### config.mk
export PLATFORM = sky130hd
export DESIGN_NAME = md_stall_ctrl
export DESIGN_NICKNAME = d
export VERILOG_FILES = /design/src/rtl/md_stall_ctrl_pkg.sv /design/src/rtl/md_lat_counter.sv /design/src/rtl/md_stall_ctrl.sv
export SDC_FILE = /design/constraint.sdc
export NUM_CORES = 1
export LEC_CHECK = 0
export BUFFER_PORTS_ARGS = -buffer_cell sky130_fd_sc_hd__buf_2
export CAP_MARGIN = 0
export CORE_MARGIN = 2
export CORE_UTILIZATION = 38
export DETAILED_ROUTE_END_ITERATION = 16
export PLACE_DENSITY = 0.69
export SYNTH_ARGS = -nofsm -noshare
export SYNTH_HDL_FRONTEND = slang
export SYNTH_SLANG_ARGS = --single-unit
### constraint.sdc
create_clock -name clk -period 3.5 [get_ports clk]
set_clock_uncertainty 0.15 [all_clocks]
set_input_delay 0.525 -clock clk [delete_from_list [all_inputs] [get_ports clk]]
set_output_delay 0.525 -clock clk [all_outputs]
set_load 0.1 [all_outputs]
### src/rtl/md_stall_ctrl_pkg.sv
// Shared stall-bus codes, FSM state encoding and the stall merge helper
// for the pipeline sequencing controller.
package md_stall_ctrl_pkg;

    localparam int STALL_W = 6;

    typedef logic [STALL_W-1:0] stall_bus_t;

    localparam logic STOP   = 1'b1;
    localparam logic NOSTOP = 1'b0;

    // Prefix masks: OR of any subset equals the deepest active code.
    localparam stall_bus_t NO_STALL = 6'b000000;
    localparam stall_bus_t LOAD_USE = 6'b000111;
    localparam stall_bus_t MD_HOLD  = 6'b001111;
    localparam stall_bus_t MEM_WAIT = 6'b011111;

    typedef enum logic [1:0] {
        MD_IDLE = 2'd0,
        MD_BUSY = 2'd1,
        MD_DONE = 2'd2
    } md_state_e;

    function automatic stall_bus_t stall_merge(input logic id_req,
                                               input logic md_req,
                                               input logic mem_req);
        stall_bus_t s;
        s = NO_STALL;
        if (id_req)  s = s | LOAD_USE;
        if (md_req)  s = s | MD_HOLD;
        if (mem_req) s = s | MEM_WAIT;
        return s;
    endfunction

endpackage

### src/rtl/md_lat_counter.sv
// Loadable latency up-counter: clears on load, counts while enabled,
// saturates at all-ones and flags when the count reaches the loaded terminal.
module md_lat_counter #(
    parameter int CNT_W = 6
) (
    input  logic             clk,
    input  logic             rst,
    input  logic             load,
    input  logic             inc,
    input  logic [CNT_W-1:0] term,
    output logic             tc
);

    logic [CNT_W-1:0] cnt;
    logic [CNT_W-1:0] term_q;

    always_ff @(posedge clk or negedge rst) begin
        if (!rst) begin
            cnt    <= '0;
            term_q <= '0;
        end else if (load) begin
            cnt    <= '0;
            term_q <= term;
        end else if (inc && (cnt != {CNT_W{1'b1}})) begin
            cnt <= cnt + 1'b1;
        end
    end

    assign tc = (cnt == term_q);

endmodule

### src/rtl/md_stall_ctrl.sv
// Merges ID/MEM stall requests with the mult/div hold into the per-stage
// stall bus, and sequences the shared multi-cycle mult/div unit.
module md_stall_ctrl
    import md_stall_ctrl_pkg::*;
#(
    parameter int MUL_LAT = 2,
    parameter int DIV_LAT = 33,
    parameter int CNT_W   = 6
) (
    input  logic       clk,
    input  logic       rst,
    input  logic       stallreq_id,
    input  logic       stallreq_mem,
    input  logic       md_req,
    input  logic       md_is_div,
    output logic       md_start,
    output logic       md_done,
    output logic       md_busy,
    output logic [5:0] stall
);

    generate
        if (DIV_LAT >= (2 ** CNT_W) || MUL_LAT >= (2 ** CNT_W)) begin : g_bad_cnt_w
            $error("md_stall_ctrl: CNT_W too narrow for DIV_LAT/MUL_LAT");
        end
        if (MUL_LAT < 1 || DIV_LAT < 1) begin : g_bad_lat
            $error("md_stall_ctrl: latencies must be at least 1");
        end
    endgenerate

    localparam logic [CNT_W-1:0] MUL_TERM = CNT_W'(MUL_LAT - 1);
    localparam logic [CNT_W-1:0] DIV_TERM = CNT_W'(DIV_LAT - 1);

    md_state_e        state;
    logic             mem_wait;
    logic             md_hold;
    logic             issue;
    logic             cnt_tc;
    logic [CNT_W-1:0] term;

    // Only MEM_WAIT can hold EX/MEM from outside; our own MD_HOLD must not
    // block the issue it exists to protect.
    assign mem_wait = stallreq_mem;
    assign issue    = (state == MD_IDLE) && md_req && !mem_wait;
    assign term     = md_is_div ? DIV_TERM : MUL_TERM;
    assign md_hold  = (state == MD_BUSY) || ((state == MD_IDLE) && md_req);
    assign md_busy  = (state != MD_IDLE);

    md_lat_counter #(
        .CNT_W (CNT_W)
    ) u_cnt (
        .clk  (clk),
        .rst  (rst),
        .load (issue),
        .inc  (state == MD_BUSY),
        .term (term),
        .tc   (cnt_tc)
    );

    always_ff @(posedge clk or negedge rst) begin
        if (!rst) begin
            state    <= MD_IDLE;
            md_start <= 1'b0;
            md_done  <= 1'b0;
        end else begin
            md_start <= 1'b0;
            md_done  <= 1'b0;
            case (state)
                MD_IDLE: begin
                    if (issue) begin
                        md_start <= 1'b1;
                        state    <= MD_BUSY;
                    end
                end
                MD_BUSY: begin
                    // md_req dropping here is illegal; the count runs to completion.
                    if (cnt_tc) begin
                        md_done <= 1'b1;
                        state   <= MD_DONE;
                    end
                end
                MD_DONE: begin
                    if (!mem_wait) state <= MD_IDLE;
                end
                default: state <= MD_IDLE;
            endcase
        end
    end

    // Inputs may be high during reset; the bus must still read all-go.
    always_comb begin
        stall = NO_STALL;
        if (rst) stall = stall_merge(stallreq_id, md_hold, stallreq_mem);
    end

endmodule

==> results of run 1 <==
[critical path, cell delays in order]
cell and delay [ns]:
dlygate4sd3_1 0.52, buf_2 0.28, o31a_1 0.22, buf_2 0.43
[cell families after synthesis]
kind of cell / after synthesis
AOI/OAI and AO/OA: 15
xor gates and xnor gates: 2
adders and majority gates: 1
buffers and inverters: 9
DFF: 12
muxes: 1
other: 1
and+or+nand+nor: 28
[state kept, by name, summed over array words and instances, names as in the netlist]
name,cells
u_cnt.cnt,6
state,2
u_cnt.term_q,2
md_done,1
md_start,1
[report_power, final]
part	internal, mW	switching [mW]	total, mW
logic	0.116	0.240	0.356
clock network	0.0396	0.0366	0.0763
registers	0.199	0.0850	0.284
[worst paths after layout]
kind	endpoint	cells past startpoint
min in group asynchronous	u_cnt.cnt[3]	2
setup reg to reg	u_cnt.cnt[2]	3
max in group asynchronous	md_done	2
hold / removal	u_cnt.term_q[0]	2
setup / recovery	stall[2]	4
hold reg to reg	u_cnt.term_q[5]	2
[repair_timing]
action                                  in CTS  in global routing
hold buffers                                 1                  0
endpoints found under the setup margin       0                  0
setup buffers                                0                  0
endpoints found under the hold margin       12                  0
[area by class of cell]
type / instances / area [µm²]
multi-input cells: 48 / 319
fillers: 166 / 940
flip-flops and latches: 12 / 300
well taps: 25 / 31.3
repair buffers: 14 / 75.1
inverters: 4 / 20.0
clock buffers: 3 / 22.5
[per-layer routing]
layer | GRT usage | wire length (µm) | vias to the layer above
met5 | 0 | 0 | -
met4 | 0.0857 | 0 | 0
met3 | 0 | 39 | 0
met2 | 0.197 | 628 | 20
met1 | 0.199 | 600 | 264
li1 | - | - | 279
[metrics by stage]
stage	worst slack [ns]	total power, mW	utilization	hold WS, ns
after floorplan	0.888	0.587	-	0.0794
after CTS	0.811	0.721	0.450	0.301
after global routing	0.744	0.774	0.450	0.327
after global placement	1.38	0.634	0.431	0.272
final	0.845	0.717	0.450	0.309
after detailed placement	1.36	0.642	0.431	0.276
[placed cells by master (no fill, tap or decap), drive strengths merged, types with 2 or more instances in the layout]
| master | n |
|---|---|
| clkbuf | 3 |
| inv | 3 |
| a31oi | 2 |
| buf | 13 |
| nand2 | 7 |
| and2 | 2 |
| xnor2 | 2 |
| dfrtp | 12 |
| and4b | 2 |
| o21ai | 2 |
| nand3 | 2 |
| nor2 | 3 |
| o211ai | 3 |
| o2111ai | 2 |
| nand4 | 3 |
| o21a | 2 |
==> summary.md, run 1 <==
| Metric | Value |
|---|---|
| Outcome | `complete, no violations` |
| RePlAce Congestion | `0.718` |
| Vias per cell | `5.31` |
| Crit path max fanout | `15` |
| Syn_area_per_cell | `between 9 and 10 µm²` |
| Post-synth net total | `76` |
| Synth area leaders | `dfrtp_1 (44%), nand2_1 (3.9%), buf_4 (3.3%)` |
| Ys flop type | `dfrtp_1` |
| Largest net degree at the start of global routing | `16` |
| Die Y | `between 40 and 50 µm` |
| Synth Register Bits | `12` |
| Pwr per Cell Area | `approximately 930 nW/µm²` |
| Clock Pin Slew Worst Setup and Hold Paths | `0.06 ns` |
| Top-count cell post-synth | `dfrtp_1` |
| Hold Startpoint | `md_is_div` |
| Period utilization | `0.759` |
| TNS Setup | `0 ns` |
| Dpl cells | `approximately 100` |
| I/O pins | `15` |
| Post-CTS sizing | `0` |
| Register area share after synthesis | `0.443` |
| Fraction of final layout cells sized beyond drive strength 1 | `0.235` |
| Nets | `90` |
| Post-detail-place hpwl | `about 950 µm` |
| Unrepaired setup endpoints after global routing | `false` |
| Area Overhead vs Synth | `13.3%` |
| Critical Path Sink Type | `primary output` |
| Synth Area in XOR/XNOR | `0.0258` |
| Port Buffer Count | `13` |
| Largest family of logic cells by synthesized area | `simple AND/OR/NAND/NOR gates` |
| CP Launch Type | `primary input` |
| Largest area contributor in the netlist | `dfrtp_1` |
| Setup crit start | `rst` |
| R2R setup slack | `1.90 ns` |
| Die Wd | `approximately 46 µm` |
| CORE AREA | `~1700 µm²` |
| Die ar. | `about 2100 µm²` |
| YS warnings | `0` |
| Cell area after layout | `around 770 µm²` |
| N_diodes | `0` |
| Critical path arrival | `1.98 ns` |
| Post-Synth Adder-Cell Area | `0.0185` |
| DRT antenna net count | `0` |
| Compound-Gate Fraction of Synth Area | `0.155` |
| # DRC | `0` |
| Clock Tree Buf Depth | `2` |
| Tot GR Track Use | `0.136` |
| Final Hold Viols | `0` |
| Maximum VDD drop | `roughly 0.37 mV` |
| Root Buffer | `clkbuf_4` |
| Clock sinks | `12` |
| Min cycle time layout | `~2.7 ns` |
| CTS tree | `yes` |
| Fmax | `between 0.3 and 0.4 GHz` |
| Drt initial violations | `21` |
| Synth top cells by count | `dfrtp_1 (12), nand2_1 (7)` |
| Placed inst area | `around 740 µm²` |
| Number of flops mapped to enable cells by yosys | `0` |
| Vias in the first global route | `around 480` |
| 1st-pass router iterations | `4` |
| Yosys top cell area share | `0.443` |
| Grt total ovfl | `0` |
| Initial antenna violation count | `0` |
| R2R Path Start | `state[0]` |
| Simple-Gate Fraction of Synth Area | `0.251` |
| Initial Util | `0.397` |
| Final setup violation count | `0` |
| Vias | `563` |
| Multiplexer share of the synthesized area | `0.0148` |
| CP Class | `in -> out` |
| WL/cell | `12.0 µm` |
| Pins Over Slew Limit | `0` |
| Post-synthesis instance area | `roughly 680 µm²` |
| First-pass GRT wire length | `a little over 2000 µm` |
| Synth Instances | `69` |
| H-Tree Depth | `1` |
| Num CTS Buffers | `3` |
| Static Leakage | `~0.35 nW` |
| # rows | `15` |
| Worst Hold Class | `in -> reg` |
| Synth async-reset ratio | `1.00` |
| Post-Route WL | `1270 µm` |
| Netlist cell types | `35` |
| WP data required | `2.82 ns` |
| Finished Layout Cells | `106` |
| Max_cap viols | `0` |
| Clk Latency, worst-skew pair | `around 0.26 ns` |
(Power assumes the default switching activity.)
==> run 2, diff against run 1 <==
Clock period 3.5 ns to 2.6 ns, I/O delays scaled along.
==> run 2 against run 1 <==
Compared with the run above:
- sequential share of layout area down 0.69 points
- routed wire length down 0.32%
- flip-flop and latch count unchanged
- critical endpoint unchanged
==> summary.md, run 2 (synthesis gave the netlist of run 1 again) <==
| Metric | Value |
|---|---|
| Clock Pin Slew Worst Setup and Hold Paths | `0.08 ns (+0.02 ns)` |
| Leading cell types in the layout, fill and taps excluded | `buf_2 (13), dfrtp_1 (12), nand2_1 (7)` |
| Tot GR Track Use | `0.139 (+0.00336)` |
| 1st-pass router iterations | `4 (unchanged)` |
| Multi-input logic area | `319 µm² (unchanged)` |
| DRT antenna net count | `0 (unchanged)` |
| H-Tree Depth | `1 (unchanged)` |
| Critical Path Sink Type | `primary output` |
| Min cycle time layout | `between 2 and 2.5 ns` |
| Port Buffer Count | `13 (unchanged)` |
| Most common cell after layout, fill and taps aside | `buf_2` |
| Worst Hold Class | `in -> reg` |
| TNS Setup | `0 ns (unchanged)` |
| Clock Tree Buf Depth | `2 (unchanged)` |
| CP Launch Type | `primary input` |
| Fraction of final layout cells sized beyond drive strength 1 | `0.244 (+0.00933)` |
| Largest net degree at the start of global routing | `16 (unchanged)` |
| First-pass GRT wire length | `2070 µm (+2.4%)` |
| DR WL met3 | `2 µm (-95%)` |
| Period utilization | `0.919` |
| Static Leakage | `0.359 nW (+2.0%)` |
| R2R setup slack | `1.00 ns (-0.90 ns)` |
| Die ar. | `2140 µm² (unchanged)` |
| Sequential cell area | `300 µm² (unchanged)` |
| Largest registers | `u_cnt.cnt: 6 flops, state: 2 flops, u_cnt.term_q: 2 flops` |
| WL/cell | `11.8 µm (-1.2%)` |
| Clock sinks | `12 (unchanged)` |
| Max reg flops | `6 (unchanged)` |
| Outcome | `complete, no violations` |
| Crit path cell chain | `dlygate4sd3_1 -> buf_2 -> o31a_1 -> buf_2` |
| CTS tree | `yes` |
| Crit path max fanout | `15 (unchanged)` |
| CP dominant cell by count | `buf_2` |
| # DRC | `0 (unchanged)` |
| Fillers | `157 (-5.4%)` |
| CP Class | `in -> out` |
| Slowest cell on the critical path | `dlygate4sd3_1` |
| CORE AREA | `1710 µm² (unchanged)` |
| N_diodes | `0 (unchanged)` |
| Vias in the first global route | `457 (-5.4%)` |
| CP peak stage delay | `0.52 ns (about the same)` |
| Num CTS Buffers | `3 (unchanged)` |
| Vias per cell | `5.02 (-5.5%)` |
| I/O pins | `15 (unchanged)` |
| Drt initial violations | `8 (-62%)` |
| Die Wd | `46.2 µm (unchanged)` |
| Post-Route WL | `1260 µm (-0.32%)` |
| Final Power | `1.01 mW (+41%)` |
| Die Y | `46.2 µm (unchanged)` |
| Pwr per Cell Area | `1290 nW/µm² (+38%)` |
| Fmax | `~0.42 GHz` |
| Clk Latency, worst-skew pair | `0.27 ns (about the same)` |
| Top layer in use | `met3` |
| Max_cap viols | `0 (unchanged)` |
| Area Overhead vs Synth | `15.3%` |
| Root Buffer | `clkbuf_4` |
| Unrepaired setup endpoints after global routing | `false` |
| Pins Over Slew Limit | `0 (unchanged)` |
| Vias | `537 (-4.6%)` |
| Tightest hold margin | `0.158 ns (-0.151 ns)` |
| Grt total ovfl | `0 (unchanged)` |
| Maximum VDD drop | `0.477 mV (+27%)` |
| Largest register by flop count | `u_cnt.cnt` |
| Final Hold Viols | `0 (unchanged)` |
| Critical path arrival | `1.85 ns (-0.13 ns)` |
| Final setup violation count | `0 (unchanged)` |
| # rows | `15 (unchanged)` |
| Met1 WL | `640 µm (+6.7%)` |
| Initial antenna violation count | `0 (unchanged)` |
| Routed met2 length | `620 µm (-1.3%)` |
| Nets | `90 (unchanged)` |
| RePlAce Congestion | `0.716 (-0.24%)` |
| Post-detail-place hpwl | `959 µm (+1.0%)` |
| WP data required | `2.06 ns (-0.76 ns)` |
| Initial Util | `0.397 (unchanged)` |
==> run 2: cell types whose count changed in the layout (fill, tap and decap cells not counted) <==
cell / delta
clkbuf_8: +1
==> run 2: final timing paths <==
kind,startpoint,to,cells past startpoint
min in group asynchronous,rst,u_cnt.cnt[2],2
max in group asynchronous,rst,u_cnt.cnt[5],2
worst min-delay path,md_is_div,u_cnt.term_q[0],2
worst max-delay path,rst,stall[2],4
worst min register to register,u_cnt.term_q[5],u_cnt.term_q[5],2
worst max register to register,state[0],u_cnt.cnt[2],3
==> run 2: worst max-delay path, delay by kind of cell <==
| family | cells | cell delay [ns] |
|---|---|---|
| buf+inv | 3 | 1.24 |
| compound gates | 1 | 0.21 |
==> run 2: through the flow <==
step | instances | cell area [µm²] | setup slack (ns) | utilization
4_1_cts | 107 | 782 | 0.197 | 0.458
6_report | 107 | 782 | 0.210 | 0.458
3_3_place_gp | 102 | 736 | 0.751 | 0.431
3_5_place_dp | 102 | 736 | 0.739 | 0.431
2_1_floorplan | 69 | 678 | 0.123 | -
5_1_grt | 107 | 782 | 0.110 | 0.458
==> run 2: per-layer routing <==
layer / up-vias / GRT usage
li1: 277 / -
met1: 259 / 0.202
met2: 1 / 0.197
met3: 0 / 0
met4: 0 / 0.103
met5: - / 0
==> run 2: cell type report <==
cell class                 instances  share of cell area
multi-input combinational         48               0.408
sequential                        12               0.384
timing repair buffer              14              0.0960
clock buffer                       4              0.0464
tap                               25              0.0400
inverter                           4              0.0256
==> run 2: report_power, final <==
group,internal (mW),switching [mW],leakage [nW]
clock,0.0850,0.0607,0.0210
sequential,0.267,0.114,0.152
combinational,0.156,0.324,0.186
==> run 2: what timing repair did <==
item	in CTS	in global routing
setup endpoints to repair	0	0
buffers inserted	0	0
endpoints found under the hold margin	12	0
hold buffers	1	0
resized for setup	0	0
